`config.mk`:
```
export PLATFORM = sky130hd
export DESIGN_NAME = modexp_ctrl
export DESIGN_NICKNAME = d
export VERILOG_FILES = /design/src/rtl/mersenne_pkg.sv /design/src/rtl/modexp_ctrl_mod_double.sv /design/src/rtl/modexp_ctrl.sv
export SDC_FILE = /design/constraint.sdc
export NUM_CORES = 1
export LEC_CHECK = 0
export CAP_MARGIN = 20
export CELL_PAD_IN_SITES_DETAIL_PLACEMENT = 2
export CELL_PAD_IN_SITES_GLOBAL_PLACEMENT = 2
export CORE_MARGIN = 2
export CORE_UTILIZATION = 32
export DETAILED_ROUTE_END_ITERATION = 7
export GPL_TIMING_DRIVEN = 0
export PLACE_DENSITY_LB_ADDON = 0.25
export SLEW_MARGIN = 10
export SYNTH_ARGS = -nofsm -noshare
export SYNTH_HDL_FRONTEND = slang
export SYNTH_SLANG_ARGS = --single-unit
```
`constraint.sdc`:
```
create_clock -name sys_clk -period 6.5 [get_ports sys_clk]
set_clock_uncertainty 0.1 [all_clocks]
set_input_delay 1.95 -clock sys_clk [delete_from_list [all_inputs] [get_ports sys_clk]]
set_output_delay 1.95 -clock sys_clk [all_outputs]
set_load 0.03 [all_outputs]
```
`src/rtl/mersenne_pkg.sv`:
```
// Shared definitions for the Mersenne trial-factor exponentiation sequencer:
// default widths, divider operand width and the sequencer state type.
package mersenne_pkg;

   localparam int P_W_DEFAULT = 16;
   localparam int Q_W_DEFAULT = 16;
   localparam int DIV_W       = 32;

   typedef enum logic [2:0] {
      ST_IDLE,
      ST_LOAD,
      ST_SQUARE,
      ST_DIV_REQ,
      ST_DIV_WAIT,
      ST_DOUBLE,
      ST_DONE
   } state_t;

endpackage

```
`src/rtl/modexp_ctrl_mod_double.sv`:
```
// Conditional modular doubling: y = en ? (2r mod q) : r, assuming r < q.
module mod_double #(
   parameter int Q_W = 16
) (
   input  logic [Q_W-1:0] r,
   input  logic [Q_W-1:0] q,
   input  logic           en,
   output logic [Q_W-1:0] y
);

   logic [Q_W:0] t;

   assign t = {r, 1'b0};

   always_comb begin
      // NOTE: default assignment first so every path drives y and no latch is inferred.
      y = r;
      if (en) begin
         y = (t >= {1'b0, q}) ? Q_W'(t - {1'b0, q}) : t[Q_W-1:0];
      end
   end

endmodule

```
`src/rtl/modexp_ctrl.sv`:
```
// Left-to-right binary exponentiation sequencer computing 2^p mod q, using an
// external 32-bit remainder engine for the reduction after each square.
module modexp_ctrl
   import mersenne_pkg::*;
#(
   parameter int P_W = P_W_DEFAULT,
   parameter int Q_W = Q_W_DEFAULT
) (
   input  logic             sys_clk,
   input  logic             sys_rst_n,
   input  logic             start,
   input  logic [P_W-1:0]   exponent,
   input  logic [Q_W-1:0]   modulus,
   output logic             busy,
   output logic             done,
   output logic [Q_W-1:0]   result,
   output logic             is_factor,
   output logic             invalid,
   output logic             div_start,
   output logic [DIV_W-1:0] div_numerator,
   output logic [DIV_W-1:0] div_denominator,
   input  logic [DIV_W-1:0] div_remainder,
   input  logic             div_finished
);

   localparam int IDX_W = (P_W > 1) ? $clog2(P_W) : 1;

   state_t           state;
   logic [P_W-1:0]   exp_reg;
   logic [Q_W-1:0]   q_reg;
   logic [Q_W-1:0]   r;
   logic [Q_W-1:0]   r_dbl;
   logic [IDX_W-1:0] idx;
   logic [2*Q_W-1:0] sq_reg;
   logic             unused_rem_hi;

   // Operands come straight from registers that only change outside DIV_WAIT.
   assign div_start       = (state == ST_DIV_REQ);
   assign div_numerator   = DIV_W'(sq_reg);
   assign div_denominator = DIV_W'(q_reg);
   assign unused_rem_hi   = ^div_remainder[DIV_W-1:Q_W];

   mod_double #(.Q_W(Q_W)) u_mod_double (
      .r  (r),
      .q  (q_reg),
      .en (exp_reg[idx]),
      .y  (r_dbl)
   );

   // NOTE: sequential state uses non-blocking assignments so every register
   // samples the pre-edge values, independent of statement order.
   always_ff @(posedge sys_clk or negedge sys_rst_n) begin
      if (!sys_rst_n) begin
         state     <= ST_IDLE;
         busy      <= 1'b0;
         done      <= 1'b0;
         result    <= '0;
         is_factor <= 1'b0;
         invalid   <= 1'b0;
         exp_reg   <= '0;
         q_reg     <= '0;
         r         <= '0;
         idx       <= '0;
         sq_reg    <= '0;
      end else begin
         done <= 1'b0;
         case (state)
            ST_IDLE: begin
               if (start) begin
                  exp_reg <= exponent;
                  q_reg   <= modulus;
                  busy    <= 1'b1;
                  state   <= ST_LOAD;
               end
            end
            ST_LOAD: begin
               if (q_reg < Q_W'(2)) begin
                  invalid <= 1'b1;
                  result  <= '0;
                  r       <= '0;
                  state   <= ST_DONE;
               end else begin
                  invalid <= 1'b0;
                  r       <= Q_W'(1);
                  idx     <= IDX_W'(P_W - 1);
                  state   <= ST_SQUARE;
               end
            end
            ST_SQUARE: begin
               sq_reg <= {{Q_W{1'b0}}, r} * {{Q_W{1'b0}}, r};
               state  <= ST_DIV_REQ;
            end
            ST_DIV_REQ: begin
               state <= ST_DIV_WAIT;
            end
            ST_DIV_WAIT: begin
               if (div_finished) begin
                  r     <= div_remainder[Q_W-1:0];
                  state <= ST_DOUBLE;
               end
            end
            ST_DOUBLE: begin
               r <= r_dbl;
               if (idx == '0) begin
                  state <= ST_DONE;
               end else begin
                  idx   <= idx - 1'b1;
                  state <= ST_SQUARE;
               end
            end
            ST_DONE: begin
               result    <= r;
               is_factor <= (r == Q_W'(1)) && !invalid;
               done      <= 1'b1;
               busy      <= 1'b0;
               state     <= ST_IDLE;
            end
            default: state <= ST_IDLE;
         endcase
      end
   end

endmodule
```
==> results.json, run 1 <==
{
  "crit_top_cell": "fa_1",
  "cts.sinks": 106,
  "worstPathRequired_ns": 6.70,
  "syn_area_mm2": 0.0129,
  "reg2reg_depth": 21,
  "violations": "negative setup slack",
  "synth_compound_area_frac": 0.119,
  "yosys-top-cells-area": "fa_1 (25%), dfrtp_1 (21%), ha_1 (11%), inv_1 (8.4%), nand2_1 (6.1%)",
  "synth_xor_area_frac": 0.0245,
  "clock_latency_ns": 0.41,
  "critPathCaptureType": "register",
  "drt-total-wl_mm": 50.9,
  "crit_path_start_kind": "register",
  "synth-adder-area-share": 0.369,
  "path_class": "register to register",
  "holdWs_ns": 0.381,
  "drive_above_1_share": 0.179,
  "cp_slowest_cell": "fa_1",
  "dieArea_mm2": 0.0419,
  "setup_slack_ns": -0.0492,
  "yosysSeqAreaShare": 0.206,
  "dr.pass1.iters": 4,
  "row_count": 73,
  "start_util": 0.325,
  "via_count": 11200,
  "crit_family": "adder cells",
  "peakVddDrop_mv": 0.178,
  "ios": 153,
  "synth-simple-area-share": 0.132,
  "nets": 2019,
  "n_antenna_cell": 0,
  "max_stage_delay_ns": 0.58,
  "via_per_inst": 5.08,
  "hpwlAfterDp_mm": 35.9,
  "synthMuxAreaShare": 0.0363,
  "ctsRootBufferMaster": "clkbuf_16",
  "grt_antenna_before_repair": 0,
  "area_delta_synth_final_pct": 28.4,
  "rsz0062_at_grt": "true",
  "multiInputGateArea_mm2": 0.00926,
  "period_share": 1.01,
  "grt_max_degree": 57,
  "die_h_um": 205,
  "die_x_um": 205,
  "finalSetupViolations": 1,
  "final_antenna_net_count": 0,
  "clk_pin_slew_ns": 0.10,
  "yosysUniqueCellTypes": 69,
  "rrSetupSlack_ns": -0.05,
  "powerDensity_mw_per_mm2": 417,
  "worstHoldStart": "div_numerator[4]$_DFFE_PN0P_",
  "hold_viol_final": 0,
  "synth_top_family_by_area": "adder cells",
  "status": "finished, violations left",
  "fmax_mhz": 153,
  "async_flop_share": 1.00,
  "synth-seq-cells": 106,
  "synth_top_area_cell": "fa_1",
  "timing.critical_path.buf_inv": 5,
  "synth_top_cell_area_share": 0.255,
  "gp_congestion": 0.805,
  "synthCells": 1438,
  "avgSynthCellArea_um2": 8.97,
  "reg2reg_to": "div_numerator[23]$_DFFE_PN0P_",
  "path_max_fanout": 10,
  "r2r_start": "r[9]$_DFFE_PN0P_",
  "slew_violations": 0,
  "slew_headroom": 0.307,
  "yosys_warnings": 0,
  "whs_endpoint": "div_numerator[4]$_DFFE_PN0P_",
  "wire_per_inst_um": 23.2,
  "synthFlopType": "dfrtp_1",
  "place_ws_ns": -1.49,
  "core_mm2": 0.0397,
  "htreeDepth": 3,
  "tritoncts": "done",
  "grt_use_total": 0.230,
  "hp-class": "register to register",
  "hold_path_depth": 2,
  "final.fill_count": 4279,
  "cts_hold_buf": 0,
  "first_iter_violations": 431,
  "grt_overflow_total": 0,
  "synth_edf_count": 0,
  "crit_chain": "clkbuf_16 -> nand2_1 -> fa_2 -> fa_1 -> inv_1 -> fa_1 -> fa_1 -> fa_1 -> inv_1 -> fa_1 -> inv_1 -> ha_4 -> nand4_1 -> a2111oi_2 -> a21boi_2 -> o31a_1 -> buf_6 -> o21ai_2 -> a211o_1 -> nor3b_2 -> o31ai_1",
  "grt_pass1_vias": 12700,
  "drcViolationCount": 0,
  "numCtsBuffers": 9,
  "power.leakage_nw": 8.29,
  "largest_reg_flops": 31,
  "fin_crit_ns": 6.55,
  "grt_pass1_wl_mm": 72.9,
  "drv_cap": 0,
  "tightestPinTransition_ns": 1.03,
  "numPortBuffers": 119,
  "seq_area_mm2": 0.00267,
  "worstPathArrival_ns": 6.75,
  "clock_path_buffers": 2
}
==> logic make-up after synthesis <==
kind of cell             Yosys count
adder cells (fa/ha/maj)          282
flip-flops                       106
buffers and inverters            367
XOR/XNOR                          36
multiplexers                      38
AND/OR/NAND/NOR                  385
other                              1
AO/OA/AOI/OAI                    223
==> synthesized netlist by cell type (5+ instances only) <==
library cell,number
nor2_1,66
mux2i_1,13
o221ai_2,10
nand4_1,8
dfrtp_1,106
clkbuf_1,50
a21oi_1,40
xor2_1,8
nor3_1,16
o31ai_1,10
o21a_1,8
fa_1,164
o21bai_1,8
nand3_1,13
and2_1,35
mux2_2,20
ha_1,118
nor4_1,10
o21ai_1,5
mux4_2,5
buf_4,19
nand2b_1,5
a21o_1,13
a211oi_1,7
o21ai_0,67
nand2_1,208
inv_1,290
nor2b_1,7
o22ai_1,8
xnor2_1,28
and3_1,6
==> final cells by class <==
class,instances,area share
Clock buffer,11,0.0153
Tap cell,525,0.0397
Sequential cell,106,0.161
Clock inverter,5,0.00310
Multi-Input combinational cell,981,0.559
Inverter,291,0.0671
Timing Repair Buffer,211,0.117
Buffer,69,0.0369
==> power by group <==
part | switching (mW) | leakage, nW | internal, mW | total (mW)
Sequential | 0.248 | 1.34 | 0.931 | 1.18
Clock | 0.328 | 0.152 | 0.293 | 0.621
Combinational | 3.06 | 6.80 | 2.04 | 5.10
==> cells in the final DEF (no fill, tap or decap), drive strengths merged, types with 10 or more instances in the layout <==
| master | instances |
|---|---|
| and2 | 35 |
| o31ai | 10 |
| clkdlybuf4s50 | 118 |
| nand3 | 13 |
| buf | 133 |
| xnor2 | 28 |
| mux2 | 20 |
| fa | 164 |
| inv | 290 |
| clkbuf | 40 |
| ha | 118 |
| o221ai | 14 |
| nor2 | 66 |
| nor3 | 16 |
| a21o | 13 |
| nand2 | 208 |
| mux2i | 13 |
| a21oi | 41 |
| o21ai | 73 |
| dfrtp | 106 |
| conb | 17 |
| nor4 | 10 |
==> worst max-delay path by stage <==
stage	from	endpoint	slack [ns]	cells past startpoint
floorplan	r[9]$_DFFE_PN0P_	div_numerator[30]$_DFFE_PN0P_	0.20	21
global placement	r[9]$_DFFE_PN0P_	div_numerator[28]$_DFFE_PN0P_	-1.35	21
detailed placement	r[9]$_DFFE_PN0P_	div_numerator[28]$_DFFE_PN0P_	-1.49	21
CTS	r[6]$_DFFE_PN0P_	div_numerator[23]$_DFFE_PN0P_	-0.01	23
global route	r[3]$_DFFE_PN0P_	div_numerator[23]$_DFFE_PN0P_	-0.26	22
finish	r[9]$_DFFE_PN0P_	div_numerator[23]$_DFFE_PN0P_	-0.05	21
==> repair_timing <==
item,CTS,global route
pin swaps,13,58
buffers inserted,35,58
setup endpoints to repair,21,14
gates cloned,0,0
gates resized for setup,116,110
==> metrics by stage <==
stage | cell area (µm²) | setup TNS, ns | power (mW) | util | instances
floorplan | 13000 | 0 | 3.85 | - | 1454
global placement | 14800 | -153.34 | 5.22 | 0.373 | 2098
detailed placement | 14800 | -18.39 | 5.37 | 0.373 | 2099
CTS | 15800 | -0.0113 | 6.34 | 0.398 | 2148
global route | 16600 | -1.35 | 7.41 | 0.417 | 2199
finish | 16600 | -0.0492 | 6.90 | 0.417 | 2199
==> routing by layer <==
metal | GRT usage | wire (µm)
met4 | 0.0600 | 1840
met5 | 0 | 0
met1 | 0.282 | 20600
met3 | 0.0264 | 1280
met2 | 0.425 | 27200
==> worst min-delay path: stages (launching register included) <==
cell and delay [ns]:
dfrtp_1 0.35, nand2_1 0.05, nand2_1 0.05
Note: power is estimated with default switching activity, not from simulation.
==> run 2, diff against run 1 <==
Settings changed: GPL_ROUTABILITY_DRIVEN from default to 0.
==> results of run 2 <==
Final layout, timing and power as in run 1 (identical DEF).
